$ cat config.mk
export PLATFORM = sky130hd
export DESIGN_NAME = pwm_meas
export DESIGN_NICKNAME = d
export VERILOG_FILES = /design/src/rtl/pwm_meas.sv
export SDC_FILE = /design/constraint.sdc
export NUM_CORES = 1
export LEC_CHECK = 0
export ABC_AREA = 1
export BUFFER_PORTS_ARGS = -buffer_cell sky130_fd_sc_hd__buf_2
export CORE_MARGIN = 2
export CORE_UTILIZATION = 55
export CTS_CLUSTER_SIZE = 28
export DETAILED_ROUTE_END_ITERATION = 6
export PLACE_DENSITY = 0.76
export SYNTH_ARGS = -nofsm -noshare
export SYNTH_HDL_FRONTEND = slang
export SYNTH_SLANG_ARGS = --single-unit
$ cat constraint.sdc
create_clock -name clk -period 5.7 [get_ports clk]
set_clock_uncertainty 0.1 [all_clocks]
set_input_delay 0.285 -clock clk [delete_from_list [all_inputs] [get_ports clk]]
set_output_delay 0.285 -clock clk [all_outputs]
set_load 0.005 [all_outputs]
$ cat src/rtl/pwm_meas.sv
// pwm_meas: measures high time and period of a sub-clock-sampled PWM line.
// Outputs use the HR generator fixed-point format (HRBITS fraction bits).
module pwm_meas #(
  parameter int WIDTH  = 20,
  parameter int HRBITS = 3
) (
  input  logic                   clk,
  input  logic                   rst,
  input  logic [(1<<HRBITS)-1:0] sampD,
  input  logic                   en,
  output logic [WIDTH-1:0]       high_time,
  output logic [WIDTH-1:0]       period,
  output logic                   meas_valid,
  output logic                   timeout,
  output logic                   level,
  output logic                   err
);

  localparam int N  = 1 << HRBITS;
  localparam int CW = WIDTH - HRBITS;
  localparam int PW = HRBITS + 1;

  typedef enum logic {ACQ, RUN} state_t;

  state_t            state;
  logic              prev_msb;
  logic [HRBITS-1:0] start_pos;
  logic [CW-1:0]     cnt;
  logic [WIDTH-1:0]  acc;

  logic [N:0]        ext;
  logic [N-1:0]      rise;
  logic              any_edge;
  logic              multi;
  logic              found;
  logic [HRBITS-1:0] pos;
  logic [HRBITS-1:0] last;
  logic [PW-1:0]     ones_all;
  logic [PW-1:0]     ones_lo;
  logic [PW-1:0]     ones_hi;
  logic [PW-1:0]     ones_last;
  logic [WIDTH-1:0]  per_nxt;
  logic [WIDTH-1:0]  ht_nxt;

  assign ext      = {sampD, prev_msb};
  assign rise     = ~ext[N-1:0] & ext[N:1];
  assign any_edge = |rise;
  assign multi    = |(rise & (rise - 1'b1));

  always_comb begin
    pos   = '0;
    last  = '0;
    found = 1'b0;
    for (int i = 0; i < N; i++) begin
      if (rise[i]) begin
        if (!found) pos = HRBITS'(i);
        found = 1'b1;
        last  = HRBITS'(i);
      end
    end
  end

  // Split the word's ones around the first and last edge positions.
  always_comb begin
    ones_all  = '0;
    ones_lo   = '0;
    ones_last = '0;
    for (int i = 0; i < N; i++) begin
      ones_all = ones_all + PW'(sampD[i]);
      if (i < int'(pos))
        ones_lo = ones_lo + PW'(sampD[i]);
      if (i >= int'(last))
        ones_last = ones_last + PW'(sampD[i]);
    end
    ones_hi = ones_all - ones_lo;
  end

  assign per_nxt = {cnt, {HRBITS{1'b0}}} + WIDTH'(N)
                 + WIDTH'(pos) - WIDTH'(start_pos);
  assign ht_nxt  = acc + WIDTH'(ones_lo);

  always_ff @(posedge clk) begin
    if (rst) begin
      state      <= ACQ;
      prev_msb   <= 1'b1;
      start_pos  <= '0;
      cnt        <= '0;
      acc        <= '0;
      high_time  <= '0;
      period     <= '0;
      meas_valid <= 1'b0;
      timeout    <= 1'b0;
      level      <= 1'b0;
      err        <= 1'b0;
    end else begin
      meas_valid <= 1'b0;
      timeout    <= 1'b0;
      prev_msb   <= sampD[N-1];
      if (!en) begin
        state <= ACQ;
      end else begin
        unique case (state)
          ACQ: begin
            if (any_edge) begin
              start_pos <= pos;
              cnt       <= '0;
              acc       <= WIDTH'(ones_hi);
              state     <= RUN;
            end
          end
          RUN: begin
            if (!any_edge) begin
              if (&cnt) begin
                timeout <= 1'b1;
                level   <= sampD[N-1];
                state   <= ACQ;
              end else begin
                cnt <= cnt + 1'b1;
                acc <= acc + WIDTH'(ones_all);
              end
            end else if (multi) begin
              err       <= 1'b1;
              start_pos <= pos;
              cnt       <= '0;
              acc       <= WIDTH'(ones_last);
            end else begin
              period     <= per_nxt;
              high_time  <= ht_nxt;
              meas_valid <= 1'b1;
              start_pos  <= pos;
              cnt        <= '0;
              acc        <= WIDTH'(ones_hi);
            end
          end
          default: state <= ACQ;
        endcase
      end
    end
  end

endmodule

==> flow_results.org <==
** Power
- Combinational power share :: 33.2%
- Dividing total power by cell area gives a power density of 221.5 nW/um^2.
- The analysis attributes to net switching a power of 0.6207 mW.
- Pint :: 1.183 mW
- Largest vdd supply drop :: 178.8 uV
- Per report_power, the sequential group accounts for 35.8% of the total.
- Net switching is 34.42% of the power.
- Lkg Pwr :: 3.995 nW
- The clock network burns 31.0% of the power.

** Placement
- Post-detailed-placement half-perimeter wirelength :: 11.56 mm
- Worst slack after detailed placement :: -0.3482 ns
- Placed cell count :: 1151
- During placement, the flow inserted port buffers numbering 54.
- The congestion estimate from routability-driven global placement came to 0.9813.

** Setup path
- In this run the worst path has a maximum fanout of 5.
- Dominant cell type by count on the critical path :: nand2_2
- In this run the register-to-register setup slack is -0.13 ns.
- Worst setup path category :: register to register
- Worst path max stage delay :: 0.35 ns
- The most critical setup path has its startpoint at prev_msb.
- Setup crit end :: high_time[13]
- STA classifies the critical path endpoint as a register.
- The number of cells on the worst reg-to-reg path is 41.
- Req. time, crit path :: 5.85 ns
- Capture point of the worst reg-to-reg path :: high_time[13]
- The worst setup path is launched from a register.
- Slowest-stage cell, CP :: dfxtp_2
- The startpoint identified for the worst register-to-register timing path is prev_msb.
- Data on the critical path arrives at its endpoint at 5.98 ns.

** STA
- After layout, the worst setup slack is -0.1302 ns.
- Summed over all failing endpoints, the final setup total negative slack is -0.3989 ns.
- The hold violation total from the final report was 0.
- Endpoints failing setup :: 6
- The count of final max-slew check failures was 0.
- Setup repair after global routing could not meet its margin everywhere.
- Static timing analysis puts the maximum clock frequency at 0.1715 GHz.
- Dividing the final minimum period by the clock period gives 102.3%.
- The smallest clock period supported by the final layout is computed as 5.830 ns.
- For the pin with the worst max-slew slack, the measured transition is 1.075 ns.
- Headroom to the max-slew limit came out at 28.33%.

** Floorplan
- Starting density of the core :: 56.93%
- The die is 113.4 um wide.
- For this design the top-level I/O count stands at 55.
- Chip Height :: 113.4 um
- DIE AREA :: 12860 sq um
- Core Region :: 11560 sq um
- Placement row count :: 39

** Status
- Violated checks :: negative setup slack
- The run finished, with violations left.

** Routing
- The first detailed-routing pass took 6 iterations.
- Dividing the detail-routed via count by the number of cells gives 5.424.
- Drt wl/cell :: 14.77 um
- The final layout contains routed wiring with a total length of 17.82 mm.
- The detailed router finished its first iteration with 468 violations.
- Remaining antenna violation count :: 0
- In the routed design, unresolved DRC markers number 0.
- Detailed routing inserted a total of 6541 vias.

** Yosys
- Yosys printed 0 warnings.
- Yosys instantiated no cell more often than inv_1.
- Mapped Nets :: 1022
- Number of distinct library cell variants in the gate-level netlist after synthesis :: 56
- Most used flip-flop cell after synthesis :: dfxtp_1
- Sequential-to-total area share from yosys stat :: 26.15%
- Synth area leaders :: dfxtp_1 (26%), ha_1 (14%), inv_1 (8.6%), nand2_1 (8.2%), a21oi_1 (5.9%)
- Post-Syn Area :: 6584 sq um
- In this run, synthesis inferred 0 flip-flops with an integrated enable.
- Summed over its instances, the top area cell type makes up 26.15% of the synthesized netlist area.
- Sorting the synthesized cells by how often they occur yields inv_1 (150), nand2_1 (144), nor2_1 (88).
- Synthesis produced a netlist whose cell count is 927.
- Library cell with the largest summed area after synthesis :: dfxtp_1
- The average instance in the mapped netlist occupies 7.102 sq um.
- Counting flops with an async set or reset pin after synthesis yields a share of 0%.
- Number of synthesized register bits :: 86

** Global routing
- Maximum number of pins on one net before global-route repair :: 71
- The initial antenna violation count came to 0.
- For this run, the total global-route usage over all layers was measured as 25.90%.
- Global routing finished with a remaining overflow of 0.
- Global-route wire length before repair :: 27.16 mm
- Via count of the first global-routing pass :: 5937

** CTS
- Source-to-sink clock delay at the later pin of the worst-skew pair :: 0.35 ns
- Clock tree from TritonCTS :: built
- Number of buffers inserted during clock tree synthesis :: 9
- In this run the clock root is driven by a clkbuf_16.
- Number of buffers on the longest clock path :: 2
- After clock tree synthesis, the clock-pin slew on the worst setup and hold paths is 0.07 ns.
- The clock tree synthesis step divided the H-tree into 3 levels.
- Hold buffer count at CTS :: 0
- Number of sinks driven by the clock tree :: 86

** Finish
- Fill cells in the final layout number 915.
- Compared with the post-synthesis result, the final layout area differs by 23.68%.
- The post-route netlist has 25.49% of its cells at a drive strength greater than 1.
- After the last flow step, the layout net total stands at 1153.
- After the flow finishes, the layout carries non-filler instances totaling 1206.
- The repair_antennas step left the layout with diodes totalling 0.

** Min path
- Min-Delay Path Class :: input port to register

** Flow run
- Across the run, the number of max-cap violations was 0.
==> layer usage <==
layer  wire length (um)  share of wire [%]  GRT usage [%]  vias to the layer above
met5                  0                  0              0                        -
met3                899                5.0          3.241                       38
met1               7853                 44          34.37                     3011
li1                   -                  -              -                     3292
met2               8623                 48          43.15                      200
met4                439                2.5          10.16                        0
==> cell families (layout without fill, tap and decap cells) <==
| family | after synthesis | in the layout | synth area share (%) |
|---|---|---|---|
| simple gates | 341 | 341 | 24.44 |
| fa+ha+maj | 85 | 85 | 17.03 |
| xor+xnor | 32 | 32 | 4.257 |
| compound gates | 197 | 197 | 17.39 |
| buf+inv | 186 | 322 | 10.74 |
| flops | 86 | 86 | 26.15 |
==> sequential cells by signal, summed over array words and instances, names as in the netlist <==
| signal | count |
|---|---|
| acc | 20 |
| high_time | 20 |
| period | 20 |
| cnt | 17 |
| start_pos | 3 |
| err | 1 |
| level | 1 |
| meas_valid | 1 |
| prev_msb | 1 |
| state | 1 |
| timeout | 1 |
==> worst min-delay path by stage <==
stage	from	end	cells after the start
6_report	en	start_pos[2]	3
5_1_grt	en	start_pos[2]	3
4_1_cts	en	start_pos[2]	3
3_5_place_dp	err	err	2
3_3_place_gp	start_pos[2]	start_pos[2]	2
2_1_floorplan	sampD[7]	prev_msb	2
==> cell usage in the layout (no fill, tap or decap), types with 3 or more instances in the layout <==
cell type and count:
buf_6 3, clkinvlp_4 3, a21oi_1 76, inv_2 21
nand3_1 29, o221ai_1 4, buf_2 54, nor2_4 5
nand2_4 11, ha_1 69, xnor2_1 7, a31oi_1 5
o21ai_0 61, nor2_1 78, ha_4 6, nor4_1 3
clkbuf_16 9, nand3_2 6, fa_1 7, inv_1 144
a21oi_2 3, nand4_1 6, buf_4 82, nand2_1 128
o21ai_1 9, dfxtp_1 85, o211ai_1 9, nor2_2 11
xor2_1 23, o21ai_4 3, nor3_1 21, nand2_2 29
a211oi_1 7
==> stage by stage <==
step           cell area, sq um  power, mW  utilization (%)  hold WS (ns)
6_report                   8143      1.803            70.41        0.1535
5_1_grt                    8143      1.886            70.41        0.1860
4_1_cts                    7782      1.693            67.29        0.1466
3_5_place_dp               7307      1.129            63.18        0.3566
3_3_place_gp               7307      1.121            63.18        0.3523
2_1_floorplan              6590     0.9871                -        0.3132
==> critical path: cells and delay by family, from the launching register on <==
| family | cells | cell delay, ns |
|---|---|---|
| AOI/OAI and AO/OA | 7 | 0.90 |
| adders and majority gates | 7 | 1.77 |
| and+or+nand+nor | 22 | 2.23 |
| buffers and inverters | 5 | 0.37 |
| DFF | 1 | 0.35 |
==> repair_timing <==
item / 4_1_cts / 5_1_grt
endpoints found under the setup margin: 3 / 18
buffers inserted: 23 / 18
pin swaps: 8 / 46
hold endpoints to repair: 0 / 0
gates resized for setup: 9 / 60
==> layout make-up <==
type	instances	area [sq um]	share of cell area, %
multi-input combinational	655	4418	54.26
sequential	86	1723	21.16
timing repair buffer	139	919.6	11.29
inverter	167	629.4	7.729
clock buffer	10	229.0	2.812
tap	143	178.9	2.197
clock inverter	6	45.04	0.5532
==> power by group through the flow <==
stage	registers, mW	logic, mW	clock network (mW)
final	0.646	0.598	0.559
after global routing	0.648	0.652	0.586
after CTS	0.642	0.489	0.562
after detailed placement	0.654	0.475	0
after global placement	0.654	0.467	0
after floorplan	0.652	0.335	0
No activity file was read; power rests on OpenSTA's default activity.
